--- src/rtl/sdram_wr_pkg.sv ---
// Shared types and default geometry for the SDRAM write-burst controller.
package sdram_wr_pkg;

   typedef enum logic [1:0] {
      IDLE  = 2'd0,
      FETCH = 2'd1,
      BURST = 2'd2
   } state_e;

   localparam int unsigned DEF_ADDR_W       = 24;
   localparam int unsigned DEF_BURST_LEN    = 16;
   localparam int unsigned DEF_BC_W         = 5;
   localparam int unsigned DEF_WINDOW_WORDS = 32'd1 << 20;

   localparam int unsigned DATA_W     = 16;
   localparam int unsigned USEDW_W    = 6;
   localparam int unsigned FIFO_DEPTH = 64;
   // FIFO level including the full case (0..64)
   localparam int unsigned LVL_W      = 7;

endpackage

--- src/rtl/sdram_write_burst_ctrl.sv ---
// Drains a non-showahead write FIFO into an Avalon-MM SDRAM slave as bursts,
// walking a circular word-address window.
module sdram_write_burst_ctrl
   import sdram_wr_pkg::*;
#(
   parameter int unsigned ADDR_W       = DEF_ADDR_W,
   parameter int unsigned BURST_LEN    = DEF_BURST_LEN,
   parameter int unsigned BC_W         = DEF_BC_W,
   parameter int unsigned WINDOW_WORDS = DEF_WINDOW_WORDS
) (
   input  logic              clock,
   input  logic              aclr_n,
   input  logic              enable,
   input  logic              start,
   input  logic [ADDR_W-1:0] base_addr,
   input  logic              flush,
   input  logic [DATA_W-1:0] fifo_q,
   input  logic [USEDW_W-1:0] fifo_usedw,
   input  logic              fifo_empty,
   input  logic              fifo_full,
   output logic              fifo_rdreq,
   output logic [ADDR_W-1:0] avm_address,
   output logic [BC_W-1:0]   avm_burstcount,
   output logic              avm_write,
   output logic [DATA_W-1:0] avm_writedata,
   input  logic              avm_waitrequest,
   output logic              busy,
   output logic              flush_done,
   output logic [31:0]       words_written
);

   localparam int unsigned AW1 = ADDR_W + 1;

   state_e            state_q, state_d;
   logic [ADDR_W-1:0] pointer_q, pointer_d, base_q, base_d;
   logic [ADDR_W-1:0] base_pend_q, base_pend_d, addr_q, addr_d;
   logic [BC_W-1:0]   bc_q, bc_d, len_q, len_d, remaining_q, remaining_d;
   logic              start_pend_q, start_pend_d, flush_pend_q, flush_pend_d;
   logic              write_q, write_d, flush_done_q, flush_done_d, busy_q, busy_d;
   logic [31:0]       ww_q, ww_d;
   logic [LVL_W-1:0]  level, cand;
   logic [AW1-1:0]    win_end, room, ptr_next;
   logic              accept, pend_eff, rdreq;

   assign level    = fifo_full ? LVL_W'(FIFO_DEPTH) : LVL_W'(fifo_usedw);
   assign win_end  = AW1'(base_q) + AW1'(WINDOW_WORDS);
   assign room     = win_end - AW1'(pointer_q);
   assign ptr_next = AW1'(pointer_q) + AW1'(bc_q);
   assign accept   = write_q & ~avm_waitrequest;
   assign pend_eff = flush_pend_q | flush;

   // Burst length: buffered words capped at BURST_LEN, then at room left before the window end
   always_comb begin
      cand = (level < LVL_W'(BURST_LEN)) ? level : LVL_W'(BURST_LEN);
      if (AW1'(cand) > room) cand = LVL_W'(room);
   end

   always_comb begin
      state_d      = state_q;
      pointer_d    = pointer_q;
      base_d       = base_q;
      base_pend_d  = base_pend_q;
      start_pend_d = start_pend_q;
      flush_pend_d = flush_pend_q | flush;
      len_d        = len_q;
      addr_d       = addr_q;
      bc_d         = bc_q;
      remaining_d  = remaining_q;
      write_d      = write_q;
      ww_d         = ww_q;
      flush_done_d = 1'b0;
      rdreq        = 1'b0;
      case (state_q)
         IDLE: begin
            if (start || start_pend_q) begin
               base_d       = start ? base_addr : base_pend_q;
               pointer_d    = start ? base_addr : base_pend_q;
               ww_d         = '0;
               start_pend_d = 1'b0;
            end else if (pend_eff && fifo_empty) begin
               flush_done_d = 1'b1;
               flush_pend_d = 1'b0;
            end else if (enable && ((level >= LVL_W'(BURST_LEN)) || (pend_eff && !fifo_empty))) begin
               len_d   = BC_W'(cand);
               state_d = FETCH;
            end
         end
         FETCH: begin
            rdreq       = 1'b1;
            addr_d      = pointer_q;
            bc_d        = len_q;
            remaining_d = len_q;
            write_d     = 1'b1;
            state_d     = BURST;
         end
         BURST: begin
            if (accept) begin
               remaining_d = remaining_q - BC_W'(1);
               ww_d        = ww_q + 32'd1;
               rdreq       = (remaining_q > BC_W'(1));
               if (remaining_q == BC_W'(1)) begin
                  write_d   = 1'b0;
                  pointer_d = (ptr_next >= win_end) ? base_q : ADDR_W'(ptr_next);
                  state_d   = IDLE;
               end
            end
         end
         default: state_d = IDLE;
      endcase
      // A start seen mid-burst is replayed in the next IDLE cycle
      if (start && (state_q != IDLE)) begin
         start_pend_d = 1'b1;
         base_pend_d  = base_addr;
      end
      busy_d = (state_d != IDLE);
   end

   always_ff @(posedge clock or negedge aclr_n) begin
      if (!aclr_n) begin
         state_q      <= IDLE;
         pointer_q    <= '0;
         base_q       <= '0;
         base_pend_q  <= '0;
         start_pend_q <= 1'b0;
         flush_pend_q <= 1'b0;
         len_q        <= '0;
         addr_q       <= '0;
         bc_q         <= '0;
         remaining_q  <= '0;
         write_q      <= 1'b0;
         ww_q         <= '0;
         flush_done_q <= 1'b0;
         busy_q       <= 1'b0;
      end else begin
         state_q      <= state_d;
         pointer_q    <= pointer_d;
         base_q       <= base_d;
         base_pend_q  <= base_pend_d;
         start_pend_q <= start_pend_d;
         flush_pend_q <= flush_pend_d;
         len_q        <= len_d;
         addr_q       <= addr_d;
         bc_q         <= bc_d;
         remaining_q  <= remaining_d;
         write_q      <= write_d;
         ww_q         <= ww_d;
         flush_done_q <= flush_done_d;
         busy_q       <= busy_d;
      end
   end

   assign fifo_rdreq     = rdreq;
   assign avm_address    = addr_q;
   assign avm_burstcount = bc_q;
   assign avm_write      = write_q;
   assign avm_writedata  = fifo_q;
   assign busy           = busy_q;
   assign flush_done     = flush_done_q;
   assign words_written  = ww_q;

endmodule

--- config.mk ---
export PLATFORM = sky130hd
export DESIGN_NAME = sdram_write_burst_ctrl
export DESIGN_NICKNAME = d
export VERILOG_FILES = /design/src/rtl/sdram_wr_pkg.sv /design/src/rtl/sdram_write_burst_ctrl.sv
export SDC_FILE = /design/constraint.sdc
export NUM_CORES = 1
export LEC_CHECK = 0
export CAP_MARGIN = 20
export CORE_ASPECT_RATIO = 1.4
export CORE_UTILIZATION = 61
export DETAILED_ROUTE_END_ITERATION = 7
export PLACE_DENSITY = 0.87
export SYNTH_ARGS = -nofsm -noshare
export SYNTH_HDL_FRONTEND = slang
export SYNTH_SLANG_ARGS = --single-unit
export TNS_END_PERCENT = 30
--- constraint.sdc ---
create_clock -name clock -period 8.8 [get_ports clock]
set_input_delay 0.88 -clock clock [delete_from_list [all_inputs] [get_ports clock]]
set_output_delay 0.88 -clock clock [all_outputs]
set_load 0.1 [all_outputs]
==> metrics.md <==
| Metric | Value |
|---|---|
| Number of global-route vias before repair | `8803` |
| Die Footprint | `16850 µm²` |
| Net count, final | `1278` |
| Synth Warn # | `0` |
| Wirelength per Cell | `19.74 µm` |
| WHS | `0.4773 ns` |
| Vias | `8653` |
| Req. time, crit path | `9.07 ns` |
| Drt first pass iters | `5` |
| Die height | `153.2 µm` |
| Gate Count Post-Synth | `1086` |
| Post_cts resized | `0` |
| Global-route wire length before repair | `42710 µm` |
| Top FF cell, synth | `dfrtp_1` |
| #FFs+latches synth | `150` |
| EDFF count, synth | `0` |
| Synth top area share | `37.69%` |
| GR Layer Usage met3 | `5.544%` |
| Leading cell types in the layout, fill and taps excluded | `150 x dfrtp_1, 127 x o21ai_0, 100 x clkdlybuf4s50_1` |
| Post-route ant nets | `0` |
| Max Root-Sink Buffers | `2` |
| Worst R2R Start | `pointer_q[0]$_DFFE_PN0P_` |
| Shortest period the worst path allows | `5.115 ns` |
| Final Hold Fails | `0` |
| Hold Crit Class | `in2async` |
| Hpwl dp | `19150 µm` |
| Worst Reg2Reg Path Length in Cells | `19` |
| Kind of critical path | `reg2reg` |
| Area contributors post-synth | `dfrtp_1 38%, ha_1 8.7%, o21ai_0 6.4%` |
| Synth Cell Area | `9958 µm²` |
| Sink Count | `150` |
| Max FO, Critical Path | `16` |
| Post-synth top area cell | `dfrtp_1` |
| Ys async rst share | `100.0%` |
| Max-cap viol count | `0` |
| Largest net degree at the start of global routing | `79` |
| Total grt overflow | `0` |
| Root Buffer | `clkbuf_16` |
| Setup TNS Final | `0 ns` |
| Mapped Avg Cell Area | `9.170 µm²` |
| Drt via density | `6.363` |
| Top Ports | `135` |
| Setup violators final | `0` |
| Crit path launch | `pointer_q[0]$_DFFE_PN0P_` |
| Fin. max-slew vios | `0` |
| Core box area | `15740 µm²` |
| CTS tree | `yes` |
| Crit. End Element | `register` |
| Setup Skew | `0.01310 ns` |
| # Post-CTS Setup Buffers | `0` |
| Routability Congestion | `0.9430` |
| Share of cells above drive strength 1 | `9.192%` |
| Area Growth Syn to Fin | `16.16%` |
| Crit Reg-Reg Endpoint | `pointer_q[2]$_DFFE_PN0P_` |
| Slew of the pin with the lowest slew margin | `1.047 ns` |
| Worst-skew pair later-pin latency | `0.43 ns` |
| Met2 usage | `56.93%` |
| Met1 usage | `35.97%` |
| H-tree level count | `4` |
| Period utilization | `58.12%` |
| Chip width | `110.0 µm` |
| Reg-to-reg slack, setup | `3.69 ns` |
| Worst Setup Start Kind | `register` |
| GR peak layer | `met2` |
| Commonest non-fill, non-tap cell in the layout | `dfrtp_1` |
| DRT Wirelength | `26840 µm` |
| Total GRT Usage | `33.04%` |
| Sequential cell area fraction in the yosys report | `37.69%` |
| Status | `finished, final reports clean` |
| Antenna Cells | `0` |
| Slew HR | `29.98%` |
| RSZ-0062 raised after global routing | `false` |
| # hold bufs at CTS | `0` |
| IO Port Bufs | `102` |
| Cts bufs inserted | `17` |
| Max Clock Freq | `0.1955 GHz` |
| # DRC | `0` |
| FP Rows | `54` |
| Yosys cell types | `63` |
| Initial Util | `63.26%` |
| Initial antenna violation count | `0` |
| Worst-path clk slew | `0.07 ns` |
| Arrival time at the worst endpoint | `5.38 ns` |
| Iter 0 DRT Violations | `626` |
-- metrics by stage --
stage	cells	cell area [µm²]	utilization, %	setup WS, ns
after floorplan	1087	9962	-	3.993
after global placement	1329	10960	69.62	4.043
after detailed placement	1330	10980	69.72	3.882
after CTS	1360	11570	73.48	3.794
after global routing	1360	11570	73.48	3.337
final	1360	11570	73.48	3.685
-- cells in the mapped netlist, types with 20 or more instances --
library cell / number
nand3_1: 24
dfrtp_1: 150
clkbuf_1: 33
nand4_1: 20
nand2_1: 83
xor2_1: 23
xnor2_1: 32
o21ai_0: 128
ha_1: 69
mux2i_1: 58
inv_1: 75
nor2_1: 70
mux2_2: 54
a21oi_1: 54
-- flip-flops by register name, indices dropped and copies added (netlist names) --
register and count:
words_written 32, avm_address 24, base_pend_q 24, base_q 24, pointer_q 24, avm_burstcount 5
len_q 5, remaining_q 5, state_q 2, avm_write 1, busy 1, flush_done 1
flush_pend_q 1, start_pend_q 1
-- metal layers --
metal / part of all wire [%] / wire length (µm)
met5: 0 / 0
met4: 6.8 / 1818
met2: 52 / 13860
met1: 36 / 9667
met3: 5.6 / 1495
-- logic make-up after synthesis --
group                      after synthesis  share of synthesized area (%)
other                                    1                        0.03766
adders and majority gates               71                          9.072
AOI/OAI and AO/OA                      275                          16.38
buffers and inverters                  137                          6.094
and+or+nand+nor                        285                          13.95
xor gates and xnor gates                55                          4.837
muxes                                  112                          11.94
DFF                                    150                          37.69
-- worst max-delay path by stage --
stage,endpoint,cells after the start,slack [ns]
CTS,pointer_q[2]$_DFFE_PN0P_,19,3.79
detailed placement,pointer_q[2]$_DFFE_PN0P_,19,3.88
global placement,pointer_q[3]$_DFFE_PN0P_,19,4.04
global route,pointer_q[2]$_DFFE_PN0P_,19,3.34
floorplan,pointer_q[0]$_DFFE_PN0P_,20,3.99
finish,pointer_q[2]$_DFFE_PN0P_,19,3.69
-- final cells by class --
cell class,count,area (µm²)
clock buffers,20,446.7
clock inverters,10,145.1
fillers,1116,4175
inverters,75,281.5
multi-input cells,800,5618
flip-flops and latches,150,3754
well taps,196,245.2
repair buffers,109,1077
-- critical path: stages (launching register included) --
cell and delay, ns:
dfrtp_1 0.39, ha_1 0.21, fa_1 0.21, a21oi_1 0.09, o21bai_1 0.27, a21oi_1 0.18
nor4_1 0.73, nand2_1 0.15, xnor2_1 0.18, ha_1 0.32, nand4_1 0.13, nor2_1 0.20
nand4_1 0.12, a21boi_0 0.15, o21ai_0 0.09, a21oi_1 0.13, a211o_1 0.70, buf_4 0.35
mux2i_1 0.22, o21ai_0 0.11
Power is not shown: default switching activity piles up to over one toggle a cycle in this logic, so the estimate is an artifact.
